File: config.mk
export PLATFORM = sky130hd
export DESIGN_NAME = dcsg_mixer
export DESIGN_NICKNAME = d
export VERILOG_FILES = /design/src/rtl/dcsg_mixer.sv
export SDC_FILE = /design/constraint.sdc
export NUM_CORES = 1
export LEC_CHECK = 0
export CAP_MARGIN = 15
export CORE_MARGIN = 3
export CORE_UTILIZATION = 55
export DETAILED_ROUTE_END_ITERATION = 12
export PLACE_DENSITY = 0.78
export SLEW_MARGIN = 20
export SYNTH_ARGS = -nofsm -noshare
export SYNTH_HDL_FRONTEND = slang
export SYNTH_SLANG_ARGS = --single-unit
File: constraint.sdc
create_clock -name clk -period 3.75 [get_ports clk]
set_input_delay 0.9375 -clock clk [delete_from_list [all_inputs] [get_ports clk]]
set_output_delay 0.9375 -clock clk [all_outputs]
set_load 0.05 [all_outputs]
File: src/rtl/dcsg_mixer.sv
// Dual-DCSG audio mixer: per-chip 4-bit Q2.2 gain, sum, box-filter decimation over
// 2**DECIM_LOG2 enable ticks, saturated signed 16-bit output with a 1-clock strobe.
module dcsg_mixer #(
  parameter logic [7:0] IO_ADDRESS = 8'h7C,
  parameter int         DECIM_LOG2 = 4
) (
  input  logic               clk,
  input  logic               reset_n,
  input  logic               enable,
  input  logic signed [13:0] sound_in0,
  input  logic signed [13:0] sound_in1,
  input  logic               bus_ioreq,
  input  logic [7:0]         bus_address,
  input  logic               bus_write,
  input  logic               bus_valid,
  output logic               bus_ready,
  input  logic [7:0]         bus_wdata,
  output logic signed [15:0] sound_out,
  output logic               sound_valid
);

  localparam int AW = 20 + DECIM_LOG2;
  localparam logic signed [AW-1:0] SAT_MAX = AW'(32767);
  localparam logic signed [AW-1:0] SAT_MIN = AW'(-32768);

  // Bus handshake: a request is accepted in the same clock it is presented
  // (bus_ready = hit & bus_valid); no wait states, reads carry no data.
  logic       hit;
  logic [3:0] gain0;
  logic [3:0] gain1;

  assign hit       = bus_ioreq && ({bus_address[7], 1'b1, bus_address[5:0]} == IO_ADDRESS);
  assign bus_ready = hit && bus_valid;

  always_ff @(posedge clk or negedge reset_n) begin
    if (!reset_n) begin
      gain0 <= 4'd4;
      gain1 <= 4'd4;
    end else if (bus_ready && bus_write) begin
      gain1 <= bus_wdata[7:4];
      gain0 <= bus_wdata[3:0];
    end
  end

  // Stage 1: gain multiply; uses the gain registers before any same-clock write.
  logic signed [18:0] in0_x;
  logic signed [18:0] in1_x;
  logic signed [18:0] g0_x;
  logic signed [18:0] g1_x;
  logic signed [18:0] p0;
  logic signed [18:0] p1;
  logic               v1;

  assign in0_x = 19'(sound_in0);
  assign in1_x = 19'(sound_in1);
  assign g0_x  = {15'd0, gain0};
  assign g1_x  = {15'd0, gain1};

  always_ff @(posedge clk or negedge reset_n) begin
    if (!reset_n) begin
      p0 <= '0;
      p1 <= '0;
      v1 <= 1'b0;
    end else begin
      v1 <= enable;
      if (enable) begin
        p0 <= in0_x * g0_x;
        p1 <= in1_x * g1_x;
      end
    end
  end

  // Stage 2: accumulate the window, then scale by 1/(4 * 2**DECIM_LOG2) and clamp.
  logic signed [19:0]     s;
  logic signed [AW-1:0]   acc;
  logic signed [AW-1:0]   acc_next;
  logic signed [AW-1:0]   t;
  logic signed [15:0]     sat;
  logic [DECIM_LOG2-1:0]  cnt;

  always_comb begin
    s        = 20'(p0) + 20'(p1);
    acc_next = acc + AW'(s);
    t        = acc_next >>> (DECIM_LOG2 + 2);
    if (t > SAT_MAX)      sat = 16'sh7FFF;
    else if (t < SAT_MIN) sat = 16'sh8000;
    else                  sat = t[15:0];
  end

  always_ff @(posedge clk or negedge reset_n) begin
    if (!reset_n) begin
      acc         <= '0;
      cnt         <= '0;
      sound_out   <= '0;
      sound_valid <= 1'b0;
    end else begin
      sound_valid <= 1'b0;
      if (v1) begin
        if (cnt == '1) begin
          sound_out   <= sat;
          sound_valid <= 1'b1;
          acc         <= '0;
          cnt         <= '0;
        end else begin
          acc <= acc_next;
          cnt <= cnt + 1'b1;
        end
      end
    end
  end

endmodule
* Yosys cells after proc, flatten, opt, wreduce, memory -nomap -nowiden
Index checks and enable logic that the tools add are counted.
** Operators by class
- Add/subtract/negate cells :: 3
- Equal/unequal tests :: 2
- Muxes and demuxes :: 6
- Reduce and logical (&&, ||, !) cells :: 4
- Multiply operators :: 2
- Magnitude comparators :: 2
** Operators by type and width (count)
- 14-bit by 5-bit multiplier with 19-bit output :: 2
- 16-bit 2-to-1 mux :: 2
- 24-bit by 20-bit adder with 24-bit output :: 1
- 24-bit 2-to-1 mux :: 1
- 19-bit by 19-bit adder with 20-bit output :: 1
- 18-bit by 16-bit greater-than comparator with 1-bit output (second input constant) :: 1
- 18-bit by 16-bit < comparator with 1-bit output (second input constant) :: 1
- 7-bit by 6-bit == test with 1-bit output (second input constant) :: 1
- 4-bit by 1-bit adder with 4-bit output (second input constant) :: 1
- 4-bit == test (second input constant) :: 1
- 4-bit 2-to-1 mux :: 1
- 1-bit logical AND :: 3
- 1-bit 2-to-1 mux :: 2
- 2-bit AND reduction :: 1
** Storage, ports and cells
- Logic and storage cells :: 28
- Bits in registers :: 92

* Longest topological paths before layout
Gate-level depths: netlist (run 1).
- Depth in word-level cells :: 5
- Mapped depth :: 16

* Worst setup path before layout (run 1)
Ideal clock, no wire load.
- Kind :: input to register
- Start :: input sound_in1[6]
- End :: register p1[15]
- Data required time :: 3.630 ns
- Setup slack :: -0.768 ns
- Arrival time :: 4.398 ns
- Buffers on the path :: 0
- Cell stages on the path :: 15
- Cells stage by stage :: and2_1 ha_1 inv_1 fa_1 inv_1 fa_1 ha_1 a211o_1 nor2_1 o21ai_0 a41oi_1 o21ai_0 o21a_1 or3_1 a31o_1
** Between the ends
- Word-level cells in the longest chain between the ends :: 1
** Ends and longest elaborated chain
- from (decl) :: line 11 : input logic signed [13:0] sound_in1,
- 14-bit by 5-bit multiplier with 19-bit output :: line 68 : p1 <= in1_x * g1_x;
- to (signal assigned) :: line 68
- to (decl) :: line 51 : logic signed [18:0] p1;
Every way passes these cells.
A chain may end at the register's enable or synchronous reset.

* Final worst setup path (run 1)
- Start :: input sound_in1[4]
- End :: register p1[17]
The elaborated chain is that of the path after synthesis.

==> results of run 1 <==
layer usage:
metal	up-vias	share of wire
met1	3630	0.44
li1	3548	-
met5	-	0
met2	149	0.51
met4	0	0.021
met3	34	0.036
cell type report:
type,instances,share of cell area
multi-input combinational,684,0.5856
sequential,92,0.1880
timing repair buffer,196,0.1358
inverter,140,0.04328
tap,220,0.02246
clock buffer,10,0.01950
clock inverter,5,0.005410
metrics by stage:
| stage | utilization | worst slack, ns | std cells | power, mW |
|---|---|---|---|---|
| after CTS | 0.7167 | -0.3813 | 1337 | 4.511 |
| after detailed placement | 0.6757 | -1.183 | 1307 | 3.541 |
| after global placement | 0.6757 | -0.9962 | 1307 | 3.489 |
| final | 0.7366 | -0.3678 | 1347 | 4.523 |
| after floorplan | - | -0.4488 | 944 | 2.992 |
| after global routing | 0.7366 | -0.4754 | 1347 | 4.819 |
timing repair:
action / CTS / global route
pin swaps: 94 / 90
setup buffers: 19 / 12
hold buffers: 0 / 0
setup endpoints to repair: 25 / 22
gates resized for setup: 140 / 75
worst max path at each step:
stage,depth (start not counted),slack [ns],to,from
CTS,15,-0.38,p1[18]$_DFFE_PN0P_,sound_in1[5]
global route,18,-0.48,p1[17]$_DFFE_PN0P_,sound_in1[4]
finish,18,-0.37,p1[17]$_DFFE_PN0P_,sound_in1[4]
floorplan,15,-0.45,p0[17]$_DFFE_PN0P_,sound_in0[6]
detailed placement,16,-1.18,p0[17]$_DFFE_PN0P_,sound_in0[5]
global placement,16,-1.0,p0[17]$_DFFE_PN0P_,sound_in0[5]
state kept, by name, indices dropped and copies added (netlist names):
register     cells
gain0            4
p0              19
sound_valid      1
v1               1
sound_out       16
gain1            4
acc             24
cnt              4
p1              19
power by group:
part	internal (mW)	switching, mW	total [mW]
Clock	0.541	0.399	0.940
Combinational	0.957	1.19	2.15
Sequential	1.24	0.198	1.44
Total	2.74	1.79	4.52
cells by family after synthesis:
logic type | count (synthesis)
XOR/XNOR | 52
AND/OR/NAND/NOR | 222
buffers and inverters | 168
multiplexers | 38
adder cells (fa/ha/maj) | 178
flip-flops | 92
AO/OA/AOI/OAI | 194
cells in the final DEF, fill, tap and decap left out, types with 25 or more instances in the layout:
cell / Yosys / final
buf_4: 1 / 123
inv_1: 140 / 109
dfrtp_1: 90 / 90
fa_1: 82 / 74
ha_1: 96 / 64
and2_1: 83 / 60
nand2_1: 50 / 49
clkdlybuf4s50_1: 0 / 38
a21oi_1: 46 / 32
ha_4: 0 / 32
xnor2_1: 36 / 31
nor2_1: 33 / 30
inv_2: 0 / 29
mux2_2: 36 / 25
==> summary.md, run 1 <==
| Metric | Value |
|---|---|
| GR Util met2 | `0.3960` |
| Max stage delay cell, worst path | `fa_1` |
| Cell Area, Synth | `9355 um^2` |
| Status | `complete, but fails checks` |
| Largest net degree at the start of global routing | `93` |
| Worst Reg-to-Reg Cells | `17` |
| Slew HR | `0.3071` |
| Vias/cell | `5.465` |
| Asr flop ratio synth | `1.000` |
| Count of cell types in the netlist | `75` |
| Hpwl dp | `15420 um` |
| Cells after Synth | `944` |
| Final Skew | `0.007691 ns` |
| Chip Width | `136.4 um` |
| Final nets | `1351` |
| Initial Util | `0.5621` |
| Max-slew violation count | `0` |
| Clock buffer depth | `2` |
| Yosys top cell by area | `dfrtp_1` |
| Seq/Total Area, Yosys | `0.2464` |
| Buffers added on ports | `66` |
| Hold crit path type | `flop to flop` |
| Final Cycle Share | `1.098` |
| Worst Path Buf+Inv | `5` |
| Core footprint | `16640 um^2` |
| Max-Cap Viols | `0` |
| Gr usage total | `0.2326` |
| Min cycle time layout | `4.118 ns` |
| Syn_nets | `1172` |
| Slowest stage delay, CP | `0.55 ns` |
| Main combinational cell family by area after synthesis | `adder cells` |
| Crit path launch type | `primary input` |
| Detail Route Antenna Nets | `0` |
| Most frequent cells after synthesis | `inv_1, ha_1, dfrtp_1, and2_1, fa_1` |
| WHS Path Cells | `1` |
| Area growth syn-to-layout | `31.03%` |
| CTS buffer count | `9` |
| Storage element area | `2305 um^2` |
| Slew at the pin closest to its max-slew limit | `1.039 ns` |
| Top-count cell post-synth | `inv_1` |
| Synth top area cells | `dfrtp_1, fa_1, ha_1` |
| Worst-path clk slew | `0.07 ns` |
| Most used routing layer | `met2` |
| Reg2reg start | `gain1[2]$_DFFE_PN1P_` |
| 1st-iter DRT viols | `275` |
| Fmax | `242.9 MHz` |
| Worst setup margin | `-0.3678 ns` |
| Worst-path cell chain | `buf_8 -> and2_4 -> ha_4 -> inv_2 -> fa_1 -> inv_2 -> fa_2 -> ha_4 -> buf_6 -> o21a_1 -> o21ai_1 -> nand2b_1 -> a41oi_2 -> buf_4 -> o211ai_1 -> a31oi_1 -> xnor2_1 -> mux2_4` |
| RSZ-0062 raised after global routing | `true` |
| Fill cells | `1078` |
| Die H | `136.4 um` |
| Post-Place Cell Area | `11240 um^2` |
| CTS tree | `done` |
| Crit. End Element | `flop` |
| H-tree Lvls | `3` |
| TNS Setup | `-3.677 ns` |
| Failing checks | `setup timing` |
| PwrDens | `369.0 nW/um^2` |
| Clock latency on the worst-skew pair | `0.34 ns` |
| Avg Inst Size Synth | `9.910 um^2` |
| Synth Area in Adders | `0.3039` |
| FF-to-FF End | `p1[17]$_DFFE_PN0P_` |
| Area of the multi-input gates | `7178 um^2` |
| GRT met3 Usage | `0.03627` |
| Number of synthesized flops with an enable pin | `0` |
| Crit path max fanout | `3` |
| Static Leak | `6.183 nW` |
| Drt wl/cell | `15.62 um` |
| Via Count | `7361` |
| First-pass GRT wire length | `35200 um` |
| Grt met1 use | `0.3119` |
| Kind of critical path | `primary input to flop` |
| Finished layout cell area | `12260 um^2` |
| Layout cells sized above 1 | `0.3256` |
| Maximum vdd drop | `0.0004386 V` |
| Worst Path Required | `3.98 ns` |
| CTS Root Buffer Type | `clkbuf_16` |
| Syn. warnings | `0` |
| IO Pins | `68` |
| Full die area | `18610 um^2` |
| CP arrival | `4.35 ns` |
| Ant diodes | `0` |
| Count of state elements after synthesis | `92` |
| Hold Fails Final Rpt | `0` |
| Area share of xor/xnor cells in the synthesized design | `0.04868` |
| GRT overflow | `0` |
| Hold_ws | `0.5079 ns` |
| Drt drc | `0` |
| Std cell rows | `47` |
| Multiplexer share of the synthesized area | `0.04587` |
| Worst Hold End | `cnt[3]$_DFFE_PN0P_` |
| Reg2reg setup slack | `-0.24 ns` |
| Critical hold path startpoint | `cnt[3]$_DFFE_PN0P_` |
| Top cell type's share of synthesized area | `0.2407` |
| Clock Sinks | `92` |
| Endpoints failing setup | `14` |
| CP top delay family | `adder cells` |
| Pre-Repair DR Iteration Count | `4` |
| Post-Synth Simple-Gate Area | `0.1281` |
| Vias in the first global route | `7602` |
| Total Wirelength | `21040 um` |
| Antenna violations before repair | `0` |
| Complex-gate fraction of the synthesized area | `0.1529` |
| GPL Wtd Cong | `0.8999` |
| Prevailing post-synth register cell | `dfrtp_1` |
Note: power is estimated with default switching activity, not from simulation.
==> run 2, diff against run 1 <==
- CORE_MARGIN: 3 -> 2
==> summary.md, run 2 (synthesized netlist as in run 1, its figures left out) <==
| Metric | Value |
|---|---|
| Status | `complete, but fails checks` |
| Failing checks | `setup timing` |
| Largest register FFs | `24` |
| First-pass GRT wire length | `35180 um` |
| Static Leak | `6.178 nW` |
| Min cycle time layout | `4.080 ns` |
| GPL Wtd Cong | `0.9088` |
| Clock buffer depth | `2` |
| Final Skew | `0.008460 ns` |
| Drt wl/cell | `15.59 um` |
| Clock Sinks | `92` |
| Core footprint | `16580 um^2` |
| Slew HR | `0.2821` |
| Final nets | `1355` |
| Full die area | `18070 um^2` |
| Commonest non-fill, non-tap cells in the layout | `buf_4, inv_1, dfrtp_1, fa_1, ha_1` |
| Total Wirelength | `21070 um` |
| Kind of critical path | `primary input to flop` |
| CP arrival | `4.31 ns` |
| Hold crit path type | `flop to flop` |
| Slew at the pin closest to its max-slew limit | `1.077 ns` |
| Via Count | `7346` |
| Hpwl dp | `15740 um` |
| RSZ-0062 raised after global routing | `true` |
| Area growth syn-to-layout | `30.76%` |
| GRT overflow | `0` |
| Crit path max fanout | `3` |
| Non-filler cells, final | `1352` |
| Antenna violations before repair | `0` |
| Ant diodes | `0` |
| Max-Cap Viols | `0` |
| PwrDens | `366.5 nW/um^2` |
| Final Util | `0.7377` |
| Maximum vdd drop | `0.0003960 V` |
| Endpoints failing setup | `13` |
| CTS buffer count | `9` |
| CTS Root Buffer Type | `clkbuf_16` |
| Fmax | `245.1 MHz` |
| Drt drc | `0` |
| Std cell rows | `47` |
| Reg2reg start | `gain0[3]$_DFFE_PN0P_` |
| Worst Path Required | `3.98 ns` |
| Largest net degree at the start of global routing | `44` |
| Buffers added on ports | `66` |
| Most flops, register | `acc` |
| Hold Fails Final Rpt | `0` |
| Gr usage total | `0.2388` |
| Clock latency on the worst-skew pair | `0.36 ns` |
| Layout cells sized above 1 | `0.3163` |
| Crit path launch type | `primary input` |
| Chip Width | `134.4 um` |
| Critical hold path startpoint | `sound_out[0]$_DFFE_PN0P_` |
| Vias/cell | `5.433` |
| Worst setup margin | `-0.3295 ns` |
| Slowest stage delay, CP | `0.52 ns` |
| Worst-path cell chain | `buf_8 -> and2_4 -> ha_4 -> inv_2 -> fa_1 -> inv_1 -> fa_1 -> ha_4 -> a211o_1 -> nor2_2 -> o21ai_2 -> a311oi_2 -> buf_4 -> nor2b_1 -> o21ai_1 -> a21oi_1 -> mux2_4` |
| Initial Util | `0.5641` |
| CTS tree | `done` |
| Vias in the first global route | `7597` |
| Final Cycle Share | `1.088` |
| Detail Route Antenna Nets | `0` |
| Max stage delay cell, worst path | `fa_1` |
| Crit. End Element | `flop` |
| 1st-iter DRT viols | `319` |
| IO Pins | `68` |
| Final Power | `4.484 mW` |
| Pre-Repair DR Iteration Count | `5` |
| Crit path from | `sound_in0[5]` |
| Top flop regs | `acc: 24 flops, p0: 19 flops, p1: 19 flops` |
| Placed cells | `1312` |
| Commonest non-fill, non-tap cell in the layout | `buf_4` |
| Fill cells | `1145` |
| Die H | `134.4 um` |
| H-tree Lvls | `3` |
| Max-slew violation count | `0` |
| Worst-path clk slew | `0.07 ns` |
| TNS Setup | `-3.314 ns` |
-- run 2: cell types whose count changed in the layout (fill, tap and decap cells not counted), moves of 3 or more --
cell     delta
inv_2       -5
o21ai_2     -3
buf_4       +3
and2_1      +5
inv_1       +6
and2_4      -5
nor2_1      -3
-- run 2: worst paths after layout --
kind	slack [ns]	cells after the start	end
max reg2reg	-0.20	16	p0[13]$_DFFE_PN0P_
min in group asynchronous	0.56	1	sound_out[0]$_DFFE_PN0P_
min reg2reg	0.51	1	sound_out[0]$_DFFE_PN0P_
max in group asynchronous	2.45	2	cnt[2]$_DFFE_PN0P_
min	0.51	1	sound_out[0]$_DFFE_PN0P_
max	-0.33	17	p0[13]$_DFFE_PN0P_
-- run 2: cell type report --
| class | instances | area (um^2) | share of cell area |
|---|---|---|---|
| Multi-Input combinational cell | 684 | 7139 | 0.5836 |
| Sequential cell | 92 | 2305 | 0.1884 |
| Inverter | 140 | 528.0 | 0.04316 |
| Clock buffer | 10 | 239.0 | 0.01954 |
| Clock inverter | 6 | 57.56 | 0.004705 |
| Timing Repair Buffer | 200 | 1689 | 0.1381 |
| Tap cell | 220 | 275.3 | 0.02250 |
-- run 2: per-layer routing --
metal | up-vias | track usage | wire, um | share of wire
met5 | - | 0 | 0 | 0
met4 | 0 | 0.06608 | 479 | 0.023
met3 | 34 | 0.03855 | 605 | 0.029
met2 | 121 | 0.4076 | 10580 | 0.50
met1 | 3621 | 0.3167 | 9412 | 0.45
li1 | 3570 | - | - | -
-- run 2: critical path, delay by kind of cell --
family | cells | cell delay (ns)
adder cells (fa/ha/maj) | 4 | 1.46
AO/OA/AOI/OAI | 5 | 0.96
buffers and inverters | 4 | 0.36
AND/OR/NAND/NOR | 3 | 0.32
multiplexers | 1 | 0.27
-- run 2: power by group --
| part | internal [mW] | switching (mW) |
|---|---|---|
| clock network | 0.480 | 0.416 |
| registers | 1.24 | 0.201 |
| logic | 0.957 | 1.19 |
-- run 2: per-stage QoR --
step	hold slack (ns)	instance area [um^2]	worst slack, ns
3_5_place_dp	0.5019	11270	-1.091
3_3_place_gp	0.4789	11270	-0.9895
2_1_floorplan	0.4715	9674	-0.4488
5_1_grt	0.5254	12230	-0.4259
4_1_cts	0.5173	11930	-0.3664
6_report	0.5137	12230	-0.3295
-- run 2: timing repair --
| item | 4_1_cts | 5_1_grt |
|---|---|---|
| endpoints found under the setup margin | 24 | 20 |
| pin swaps | 95 | 63 |
| hold buffers | 0 | 0 |
| resized for setup | 130 | 69 |
| gates cloned | 0 | 0 |
| setup buffers | 17 | 12 |
| hold endpoints to repair | 0 | 0 |
==> run 3, diff against run 2 <==
- CTS_BUF_LIST: unset -> sky130_fd_sc_hd__clkbuf_4 sky130_fd_sc_hd__clkbuf_8
- GPL_TIMING_DRIVEN: unset -> 0
- SLEW_MARGIN: 20 -> unset
==> summary.md, run 3 (synthesized netlist as in run 1, its figures left out) <==
| Metric | Value |
|---|---|
| Max-Cap Viols | `0` |
| CTS Root Buffer Type | `clkbuf_8` |
| Layout cells sized above 1 | `0.2535` |
| Final Skew | `0.02522 ns` |
| Pre-Repair DR Iteration Count | `4` |
| Clock Sinks | `92` |
| Top flop regs | `acc: 24 flops, p0: 19 flops, p1: 19 flops` |
| Net Sw Power | `1.806 mW` |
| Core footprint | `16580 um^2` |
| IO Pins | `68` |
| RSZ-0062 raised after global routing | `true` |
| Gr usage total | `0.2341` |
| Worst setup margin | `-0.3126 ns` |
| Fill cells | `1236` |
| Hold crit path type | `primary input to asynchronous set/reset pin` |
| Worst Path Required | `4.02 ns` |
| Slew at the pin closest to its max-slew limit | `0.7248 ns` |
| Area growth syn-to-layout | `23.95%` |
| H-tree Lvls | `3` |
| CP endpoint | `p1[18]$_DFFE_PN0P_` |
| Std cell rows | `47` |
| Hold Fails Final Rpt | `0` |
| Internal | `2.535 mW` |
| CTS tree | `done` |
| GPL Wtd Cong | `0.9066` |
| Clock power frac | `0.170` |
| Clock latency on the worst-skew pair | `0.39 ns` |
| Failing checks | `setup timing` |
| Die H | `134.4 um` |
| CTS buffer count | `9` |
| PwrDens | `374.4 nW/um^2` |
| Worst-path clk slew | `0.11 ns` |
| Hold_ws | `0.4462 ns` |
| Antenna violations before repair | `0` |
| Final Cycle Share | `1.083` |
| First-pass GRT wire length | `34160 um` |
| Status | `complete, but fails checks` |
| Largest net degree at the start of global routing | `67` |
| Maximum vdd drop | `0.0004665 V` |
| Detail Route Antenna Nets | `0` |
| Worst Reg-to-Reg Cells | `16` |
| Slew HR | `0.5168` |
| Hpwl dp | `15810 um` |
| Switching share of total power | `0.4159` |
| Endpoints failing setup | `13` |
| Via Count | `7071` |
| Final Power | `4.341 mW` |
| Final nets | `1296` |
| Reg2reg setup slack | `-0.26 ns` |
| CP arrival | `4.33 ns` |
| Combinational Power Share | `0.501` |
| FF-to-FF End | `p1[18]$_DFFE_PN0P_` |
| Chip Width | `134.4 um` |
| Max-slew violation count | `0` |
| Largest register FFs | `24` |
| Static Leak | `5.760 nW` |
| Worst-path cell chain | `buf_2 -> and2_1 -> ha_4 -> inv_1 -> fa_1 -> inv_1 -> fa_2 -> ha_4 -> o21a_1 -> o2111ai_2 -> o211ai_1 -> a31o_2 -> a2111oi_4 -> o21ai_1 -> a31o_1` |
| Max Used Layer | `met4` |
| Crit path from | `sound_in1[4]` |
| Vias in the first global route | `7149` |
| Max stage delay cell, worst path | `fa_2` |
| Most flops, register | `acc` |
| Met3 WL | `714 um` |
| Commonest non-fill, non-tap cell in the layout | `inv_1` |
| Vias/cell | `5.469` |
| Slowest stage delay, CP | `0.54 ns` |
| Reg2reg start | `gain1[3]$_DFFE_PN0P_` |
| Kind of critical path | `primary input to flop` |
| Fmax | `246.1 MHz` |
| Drt wl/cell | `16.06 um` |
| Full die area | `18070 um^2` |
| GRT overflow | `0` |
| Crit. End Element | `flop` |
| 1st-iter DRT viols | `427` |
| Buffers added on ports | `66` |
| Wire length on met2 | `10260 um` |
| Drt drc | `0` |
| Commonest non-fill, non-tap cells in the layout | `inv_1, dfrtp_1, fa_1, ha_1, and2_1` |
| Initial Util | `0.5641` |
| Metal-1 WL | `9512 um` |
| Crit path launch type | `primary input` |
| Ant diodes | `0` |
| Min cycle time layout | `4.063 ns` |
| Crit path max fanout | `4` |
| Sequential fraction of design power | `0.328` |
| Total Wirelength | `20760 um` |
| Final Util | `0.6993` |
| Clock buffer depth | `2` |
run 3: cell count changes in the layout (fill, tap and decap cells not counted), moves of 5 or more:
cell       delta
clkbuf_16     -9
buf_4        -86
clkbuf_8     +11
nor2_1        +5
clkbuf_1     +14
run 3: layout make-up:
| class | count | area [um^2] | area share |
|---|---|---|---|
| Buffer | 28 | 200.2 | 0.01726 |
| Clock buffer | 9 | 123.9 | 0.01068 |
| Clock inverter | 7 | 100.1 | 0.008632 |
| Inverter | 140 | 530.5 | 0.04575 |
| Multi-Input combinational cell | 684 | 7044 | 0.6075 |
| Sequential cell | 92 | 2306 | 0.1989 |
| Tap cell | 220 | 275.3 | 0.02374 |
| Timing Repair Buffer | 113 | 1016 | 0.08761 |
run 3: metrics by stage:
stage	instance area (um^2)	setup WS, ns	instances	TNS (ns)
after floorplan	9674	-0.4488	944	-3.518
after global placement	10610	-1.528	1230	-156.51
after detailed placement	10640	-1.207	1231	-19.80
after CTS	11360	-0.3854	1284	-3.123
after global routing	11600	-0.4142	1293	-4.388
final	11600	-0.3126	1293	-3.108
run 3: layer usage:
layer	up-vias	GRT usage
li1	3452	-
met1	3465	0.3281
met2	129	0.3937
met3	25	0.03704
met4	0	0.03626
met5	-	0
run 3: critical path: cells and delay by family:
kind,cells,cell delay (ns)
compound gates,7,1.46
fa+ha+maj,4,1.54
buf+inv,3,0.22
simple gates,1,0.18
run 3: how the worst min path moves through the flow:
stage                                         start                   endpoint  slack, ns  cells after the start
after detailed placement  sound_out[15]$_DFFE_PN0P_  sound_out[15]$_DFFE_PN0P_       0.49                      2
after CTS                                   reset_n         p0[18]$_DFFE_PN0P_       0.44                      1
after global routing                        reset_n         p0[18]$_DFFE_PN0P_       0.45                      1
after floorplan                  cnt[3]$_DFFE_PN0P_         cnt[3]$_DFFE_PN0P_       0.47                      1
final                                       reset_n   sound_out[5]$_DFFE_PN0P_       0.45                      1
after global placement    sound_out[15]$_DFFE_PN0P_  sound_out[15]$_DFFE_PN0P_       0.49                      2
run 3: repair_timing:
item | 4_1_cts | 5_1_grt
pin swaps | 86 | 68
resized for setup | 144 | 66
hold buffers | 0 | 0
setup buffers | 38 | 10
endpoints found under the setup margin | 24 | 23
run 3: power by group through the flow:
stage	Combinational [mW]	Sequential (mW)	Clock (mW)
final	2.18	1.43	0.738
after global routing	2.38	1.46	0.797
after CTS	2.16	1.43	0.753
after detailed placement	2.12	1.45	0
after global placement	2.08	1.44	0
after floorplan	1.32	1.68	0
